File: src/rtl/tt_sweep_pkg.sv
// Shared types and helpers for the truth-table sweeper.
// Holds the FSM state encodings and the table-width helper.
package tt_sweep_pkg;

    localparam logic [1:0] ST_IDLE   = 2'd0;
    localparam logic [1:0] ST_SETTLE = 2'd1;
    localparam logic [1:0] ST_SAMPLE = 2'd2;
    localparam logic [1:0] ST_DONE   = 2'd3;

    typedef enum logic [1:0] {
        S_IDLE   = ST_IDLE,
        S_SETTLE = ST_SETTLE,
        S_SAMPLE = ST_SAMPLE,
        S_DONE   = ST_DONE
    } sweep_state_e;

    function automatic int tt_w(input int n_in);
        return 1 << n_in;
    endfunction

endpackage

File: src/rtl/sweep_settle_timer.sv
// Settle-time down-counter for the sweeper.
// Ports: clk, rst_n, load (reload SETTLE-1), en (count down), expired (count==0).
module sweep_settle_timer #(
    parameter int SETTLE = 2
) (
    input  logic clk,
    input  logic rst_n,
    input  logic load,
    input  logic en,
    output logic expired
);

    localparam int CW = (SETTLE > 1) ? $clog2(SETTLE) : 1;
    localparam logic [CW-1:0] RELOAD = CW'(SETTLE - 1);

    logic [CW-1:0] cnt_q;
    logic [CW-1:0] cnt_d;

    always_comb begin
        cnt_d = cnt_q;
        if (load) begin
            cnt_d = RELOAD;
        end else if (en && (cnt_q != '0)) begin
            cnt_d = cnt_q - CW'(1);
        end
    end

    always_ff @(posedge clk or negedge rst_n) begin
        if (!rst_n) begin
            cnt_q <= '0;
        end else begin
            cnt_q <= cnt_d;
        end
    end

    assign expired = (cnt_q == '0);

endmodule

File: src/rtl/truth_table_sweeper.sv
// Clocked sequencer that walks every input pattern of a combinational DUT,
// holds each for SETTLE clocks, captures y into a truth table and compares
// it against EXPECTED.
// Ports: clk, rst_n, start, abort in; dut_in out / dut_y in to the DUT;
// busy, done, pass status; table_out, mismatch_cnt, first_fail_* results.
module truth_table_sweeper
    import tt_sweep_pkg::*;
#(
    parameter int                            N_IN     = 4,
    parameter int                            SETTLE   = 2,
    parameter logic [(1 << N_IN)-1:0]        EXPECTED = 16'hF888
) (
    input  logic                   clk,
    input  logic                   rst_n,
    input  logic                   start,
    input  logic                   abort,
    output logic [N_IN-1:0]        dut_in,
    input  logic                   dut_y,
    output logic                   busy,
    output logic                   done,
    output logic [tt_w(N_IN)-1:0]  table_out,
    output logic [N_IN:0]          mismatch_cnt,
    output logic [N_IN-1:0]        first_fail_idx,
    output logic                   first_fail_vld,
    output logic                   pass
);

    localparam int TT_W = tt_w(N_IN);
    localparam logic [N_IN-1:0] LAST = N_IN'(TT_W - 1);

    sweep_state_e    state_q, state_d;
    logic [N_IN-1:0] dut_in_q, dut_in_d;
    logic [TT_W-1:0] table_q, table_d;
    logic [N_IN:0]   mis_q, mis_d;
    logic [N_IN-1:0] ffi_q, ffi_d;
    logic            ffv_q, ffv_d;
    logic            busy_q, busy_d;
    logic            done_q, done_d;
    logic            pass_q, pass_d;

    logic tmr_load;
    logic tmr_en;
    logic tmr_expired;

    sweep_settle_timer #(
        .SETTLE (SETTLE)
    ) u_timer (
        .clk     (clk),
        .rst_n   (rst_n),
        .load    (tmr_load),
        .en      (tmr_en),
        .expired (tmr_expired)
    );

    assign tmr_en = (state_q == S_SETTLE);

    always_comb begin
        state_d  = state_q;
        dut_in_d = dut_in_q;
        table_d  = table_q;
        mis_d    = mis_q;
        ffi_d    = ffi_q;
        ffv_d    = ffv_q;
        tmr_load = 1'b0;

        unique case (state_q)
            S_IDLE, S_DONE: begin
                // abort has priority over start so a combined
                // request never launches a sweep.
                if (abort) begin
                    state_d  = S_IDLE;
                    dut_in_d = '0;
                end else if (start) begin
                    table_d  = '0;
                    mis_d    = '0;
                    ffi_d    = '0;
                    ffv_d    = 1'b0;
                    dut_in_d = '0;
                    tmr_load = 1'b1;
                    state_d  = S_SETTLE;
                end
            end
            S_SETTLE: begin
                if (abort) begin
                    state_d  = S_IDLE;
                    dut_in_d = '0;
                end else if (tmr_expired) begin
                    state_d = S_SAMPLE;
                end
            end
            S_SAMPLE: begin
                if (abort) begin
                    state_d  = S_IDLE;
                    dut_in_d = '0;
                end else begin
                    table_d[dut_in_q] = dut_y;
                    if (dut_y != EXPECTED[dut_in_q]) begin
                        mis_d = mis_q + (N_IN+1)'(1);
                        if (!ffv_q) begin
                            ffi_d = dut_in_q;
                            ffv_d = 1'b1;
                        end
                    end
                    if (dut_in_q == LAST) begin
                        state_d = S_DONE;
                    end else begin
                        dut_in_d = dut_in_q + N_IN'(1);
                        tmr_load = 1'b1;
                        state_d  = S_SETTLE;
                    end
                end
            end
            default: begin
                state_d  = S_IDLE;
                dut_in_d = '0;
            end
        endcase

        busy_d = (state_d == S_SETTLE) || (state_d == S_SAMPLE);
        done_d = (state_d == S_DONE);
        pass_d = done_d && (mis_d == '0);
    end

    always_ff @(posedge clk or negedge rst_n) begin
        if (!rst_n) begin
            state_q  <= S_IDLE;
            dut_in_q <= '0;
            table_q  <= '0;
            mis_q    <= '0;
            ffi_q    <= '0;
            ffv_q    <= 1'b0;
            busy_q   <= 1'b0;
            done_q   <= 1'b0;
            pass_q   <= 1'b0;
        end else begin
            state_q  <= state_d;
            dut_in_q <= dut_in_d;
            table_q  <= table_d;
            mis_q    <= mis_d;
            ffi_q    <= ffi_d;
            ffv_q    <= ffv_d;
            busy_q   <= busy_d;
            done_q   <= done_d;
            pass_q   <= pass_d;
        end
    end

    assign dut_in         = dut_in_q;
    assign busy           = busy_q;
    assign done           = done_q;
    assign pass           = pass_q;
    assign table_out      = table_q;
    assign mismatch_cnt   = mis_q;
    assign first_fail_idx = ffi_q;
    assign first_fail_vld = ffv_q;

endmodule

File: config.mk
export PLATFORM = sky130hd
export DESIGN_NAME = truth_table_sweeper
export DESIGN_NICKNAME = d
export VERILOG_FILES = /design/src/rtl/tt_sweep_pkg.sv /design/src/rtl/sweep_settle_timer.sv /design/src/rtl/truth_table_sweeper.sv
export SDC_FILE = /design/constraint.sdc
export NUM_CORES = 1
export LEC_CHECK = 0
export CORE_MARGIN = 5
export CORE_UTILIZATION = 65
export CTS_CLUSTER_SIZE = 40
export DETAILED_ROUTE_END_ITERATION = 6
export DONT_BUFFER_PORTS = 1
export PLACE_DENSITY = 0.82
export SLEW_MARGIN = 20
export SYNTH_ARGS = -nofsm -noshare
export SYNTH_HDL_FRONTEND = slang
export SYNTH_SLANG_ARGS = --single-unit
File: constraint.sdc
create_clock -name clk -period 4.9 [get_ports clk]
set_input_delay 0.735 -clock clk [delete_from_list [all_inputs] [get_ports clk]]
set_output_delay 0.735 -clock clk [all_outputs]
set_load 0.01 [all_outputs]
# After elaboration in Yosys (flattened, before gate mapping)
# Memory sizes are Yosys's and may differ from the RTL's.
# Cells that the tools add are included.
# word_totals
register_bits	36
romBits	16
inputBits	5
output_inout_bits	33
wordCells	88
mem_count	1
# memory_table
memory	words	word_bits	rd	rd_clocked_by_memory_dff	wr	line_no	rtl
(name not given)	16	1	1	0	0	truth_table_sweeper.sv:97	if (dut_y != EXPECTED[dut_in_q]) begin
# classes
n_addsub	3
order_cmp	2
n_eq_ne	16
n_mux	43
reduce_logical	13
# ops
op	n
2-to-1 mux 16 bit	3
2-to-1 mux 4 bit	9
one-hot mux 16 bit (2 select lines)	1
2-to-1 mux 5 bit	4
bitwise mux 16 bit	1
2-to-1 mux 1 bit	12
2-to-1 mux 2 bit	6
inequality test 2 bit, second input constant	6
one-hot mux 4 bit (3 select lines)	1
one-hot mux 5 bit (2 select lines)	1
== test 2 bit, second input constant	4
one-hot mux 4 bit (2 select lines)	1
inequality test 3 bit, second input constant	2
one-hot mux 2 bit (3 select lines)	1
AND reduction 6 bit	1
adder 5 x 1 -> 5 bit, second input constant	1
logical NOT 5 bit	1
less-than comparator 4 x 5 -> 1 bit, second input constant	1
AND reduction 5 bit	1
adder 4 x 1 -> 4 bit, second input constant	1
demux 1 bit (select 4 bit)	1
== test 2 x 1 -> 1 bit, second input constant	2
== test 4 bit, second input constant	1
>= comparator 4 x 1 -> 1 bit, second input constant	1
10 further kinds	14

# Logic depth before layout (Yosys ltp)
# depth
ltp_word	8
ltp_mapped	12
mapped_depth_nobuf	10

# Hierarchy
# A second synthesis with hierarchy kept.
# unflattened
cells_unflattened	221
hier_area_um2	2048.2
# modules_own_cells
module	instances	cells_each	area_per_inst_um2	seq_area_each_um2
truth_table_sweeper	1	218	2008.2	875.8
sweep_settle_timer	1	3	40.0	25.0

# Worst setup path before layout
# Ideal clock, no wire load.
# synth_path
kind	register to register
startpoint	register dut_in_q[2] (netlist: dut_in[2])
endpoint	register pass_q (netlist: pass)
setup_time_ns	0.096
t_arrival_ns	2.345
required_ns	4.804
setup_slack_ns	2.459
stages_incl_launch_ff	10
path_buffers	1
period_less_slack_ns	2.441
cell_sequence	dfrtp_1 -> clkbuf_1 -> inv_1 -> ha_1 -> nor2b_4 -> or3_4 -> a21oi_1 -> mux2_4 -> a211o_1 -> nor4_2
# synth_between
elab_chain_len	8
elab_cells_between_ends	13
cone_classes	eq/ne: 3; mux: 7; reduce/logical: 2; memory: 1
# synth_rtl
element	line_no	rtl
start: declaration	truth_table_sweeper.sv:32	logic [N_IN-1:0] dut_in_q, dut_in_d;
start signal: assignment	truth_table_sweeper.sv:137	dut_in_q <= dut_in_d;
memory (16 x 1 bit)	-	
2-to-1 mux 1 bit (implied by the code)	truth_table_sweeper.sv:97	
inequality test 1 bit	truth_table_sweeper.sv:97	
2-to-1 mux 5 bit	truth_table_sweeper.sv:97	
2-to-1 mux 5 bit	truth_table_sweeper.sv:92	if (abort) begin
one-hot mux 5 bit (2 select lines)	truth_table_sweeper.sv:66	unique case (state_q)
logical NOT 5 bit	truth_table_sweeper.sv:121	pass_d = done_d && (mis_d == '0);
logical AND 1 bit *	truth_table_sweeper.sv:121	
named net pass_d	truth_table_sweeper.sv:39	logic pass_q, pass_d;
end signal: assignment	truth_table_sweeper.sv:144	pass_q <= pass_d;
end: declaration	truth_table_sweeper.sv:39	
# The timed path passes the listed nets; every way through them passes the cells marked *. The select of a mux whose other input is x is not followed.
# A chain may end at the register's enable or synchronous reset.

# Worst setup path after layout
# layout_path
startpoint	register state_q[0]
endpoint	register pass_q (netlist: pass)
# layout_between
elab_chain_len	5
elab_cells_between_ends	14
cone_classes	eq/ne: 4; mux: 6; reduce/logical: 4
# layout_rtl
element	line_no	rtl
start: declaration	truth_table_sweeper.sv:31	sweep_state_e state_q, state_d;
start signal: assignment	truth_table_sweeper.sv:136	state_q <= state_d;
== test 2 bit / logical NOT 2 bit (equally long branches)	truth_table_sweeper.sv:66	
OR reduction 2 bit	truth_table_sweeper.sv:66	
one-hot mux 2 bit (3 select lines) *	truth_table_sweeper.sv:66	
named net state_d[1]	truth_table_sweeper.sv:31	
== test 2 bit *	truth_table_sweeper.sv:120	done_d = (state_d == S_DONE);
named net done_d	truth_table_sweeper.sv:38	logic done_q, done_d;
logical AND 1 bit *	truth_table_sweeper.sv:121	
named net pass_d	truth_table_sweeper.sv:39	
# The timed path passes the listed nets; every way through them passes the cells marked *.

==> flow_summary.toml <==
[status]
status = "completed"

[global_routing]
busiest_layer = "met2"
grt_use_met2_pct = 33.2
grt_pass1_wl_um = 7430
use_met1_pct = 29.8
grt-ovfl-total = 0
track_usage_pct = 22.3
grt_max_degree = 37
grt_pass1_vias = 1601
grt_util_met3_pct = 7.99
antenna_found_initial = 0

[power]
p_int_uw = 417
combinationalPowerShare_pct = 17.3
pwr_density_cell_nw_per_um2 = 279
seq_power_share_pct = 55.0
vdd_drop_max_mv = 0.214
leakage_uw = 0.000912
p_sw_uw = 166
p_clk_share_pct = 27.6
swShare_pct = 28.5

[setup_path]
worst-setup-path-type = "reg -> reg"
crit_end = "pass"
end_kind = "flip-flop"
path_max_fanout = 36
worstSetupStartpointType = "flip-flop"
worst_r2r_endpoint = "pass"
cp-startpoint = "state_q[0]"
crit_arrival_ns = 2.87
r2r_cells = 10
required_ns = 5.15
r2r_start = "state_q[0]"
r2r_setup_slack_ns = 2.27

[sta]
fin_crit_sh_pct = 53.6
rsz0062_at_grt = "false"
fmax_mhz = 381
fin_worst_skew_ns = 0.00984
setup_viol = 0
fin_crit_ns = 2.63
tns_ns = 0
slew_viol_final = 0
slew_headroom_pct = 28.8
max_slew.worst_pin.slew_ns = 1.07
finalHoldViolCount = 0
fin_ws_ns = 2.27

[cts]
clock-sinks = 36
cts_resized = 0
cts_buffer_depth = 2
clkLatencyLatePin_ns = 0.33
cts_tree = "yes"
ctsHoldBuffers = 0
htree_num_levels = 2
clockRootBuffer = "clkbuf_4"
clk_pin_slew_ns = 0.10
numCtsBuffers = 5
postCtsSetupRepairBufs = 0

[logic_synthesis]
syn-num-nets = 237
synth_area_um2 = 2020
synth_edf_count = 0
synthDistinctLibCells = 40
yosysWarnings = 0
post_synth.cell_area_avg_um2 = 9.12
synthCells = 222
ys_ff_latch = 36
async_flop_share_pct = 100
ys.flop_type = "dfrtp_1"
synth_seq_area_share_pct = 44.5

[placement]
io_buffer_count = 0
place_ws_ns = 2.31
gp_congestion = 0.937
dp_hpwl_um = 3120

[cells_and_area]
layout.cells.most_common_list = "o21ai_0, dfrtp_1, nand2_1"
layout-drive-gt1-share_pct = 5.96
fin_nets = 232
nFillCells = 236
final_common_cell = "o21ai_0"
area_delta_synth_final_pct = 3.03
diodes = 0

[routing]
vias = 1595
drc = 0
ant_nets = 0
wirelength_um = 4250
drt_iter0_markers = 93
detail_route.vias_per_cell = 6.09
dr.pass1.iters = 5
wl_per_cell_um = 16.2

[flow_run]
maxCapViolations = 0

[floorplanning]
die_w_um = 65.8
initial_core_util_pct = 66.9
rows = 20
io-pin-count = 38
die_area_um2 = 4330
die_y_um = 65.8
core_area_um2 = 3030

[hold_path]
hp-class = "in -> async"
power groups by stage:
stage / clock [µW] / combinational [µW] / sequential [µW]
4_1_cts: 165 / 100 / 321
6_report: 161 / 101 / 321
5_1_grt: 182 / 112 / 323
2_1_floorplan: 0 / 85.9 / 324
3_5_place_dp: 0 / 99.8 / 327
3_3_place_gp: 0 / 95.0 / 326
worst max-delay path, stage by stage, from the launching register on:
cell	delay, ns
dfrtp_1	0.43
inv_1	0.08
ha_1	0.86
nand2_1	0.12
a21oi_1	0.18
a21oi_1	0.05
nor2_1	0.15
ha_1	0.20
inv_1	0.05
a221o_1	0.27
nor4_2	0.15
cells by family after synthesis:
logic type / share of synthesized area, %
buffers and inverters: 5.19
muxes: 2.72
AOI/OAI and AO/OA: 24.2
adders and majority gates: 6.18
xor gates and xnor gates: 0.433
and+or+nand+nor: 16.8
DFF: 44.5
per-stage QoR:
stage                     hold slack, ns  cell area (µm²)  total power [µW]  std cells  util, %
after global routing              0.0461             2090               617        262     68.9
after detailed placement           0.440             2030               427        254     66.9
final                             0.0781             2090               583        262     68.9
after floorplan                    0.439             2020               410        222        -
after CTS                         0.0682             2090               586        262     68.9
after global placement             0.440             2030               421        254     66.9
how the worst min path moves through the flow:
stage / start / to / slack (ns) / cells past startpoint
2_1_floorplan: rst_n / busy / 0.44 / 0
3_3_place_gp: rst_n / table_out[0] / 0.44 / 0
3_5_place_dp: rst_n / table_out[0] / 0.44 / 0
4_1_cts: rst_n / first_fail_idx[2] / 0.07 / 0
5_1_grt: rst_n / first_fail_vld / 0.05 / 0
6_report: rst_n / first_fail_idx[2] / 0.08 / 0
layer usage:
layer | vias up | wire length (µm) | part of all wire [%]
met5 | - | 0 | 0
met4 | 0 | 34 | 0.80
met3 | 4 | 328 | 7.7
met2 | 60 | 1930 | 46
met1 | 763 | 1950 | 46
li1 | 768 | - | -
cell usage after synthesis (2+ instances only):
cell type	instances	area (µm²)
a21boi_0	15	113
a21o_1	4	30.0
a21oi_1	6	30.0
a22o_1	2	17.5
and2_1	2	12.5
and3_1	2	12.5
clkbuf_1	11	41.3
dfrtp_1	36	901
ha_1	10	125
inv_1	14	52.6
mux2i_1	4	40.0
nand2_1	21	78.8
nand2b_1	7	43.8
nand3_1	7	35.0
nor2_1	12	45.0
nor2b_1	3	18.8
nor2b_4	2	27.5
nor3_1	2	10.0
o211ai_1	2	15.0
o21ai_0	37	185
o21ai_1	2	10.0
o22ai_1	2	12.5
or2_2	2	12.5
sequential cells by signal, indices dropped and copies added, names as in the netlist:
name	flops
first_fail_idx	4
state_q	2
busy	1
dut_in	4
first_fail_vld	1
table_out	16
done	1
mismatch_cnt	5
u_timer.cnt_q	1
pass	1
cell type report:
type / count / area [µm²] / area share (%)
multi-input cells: 160 / 1020 / 48.8
flip-flops and latches: 36 / 901 / 43.2
well taps: 44 / 55.1 / 2.64
clock buffers: 8 / 58.8 / 2.82
inverters: 14 / 52.6 / 2.52
(Power assumes the default switching activity.)
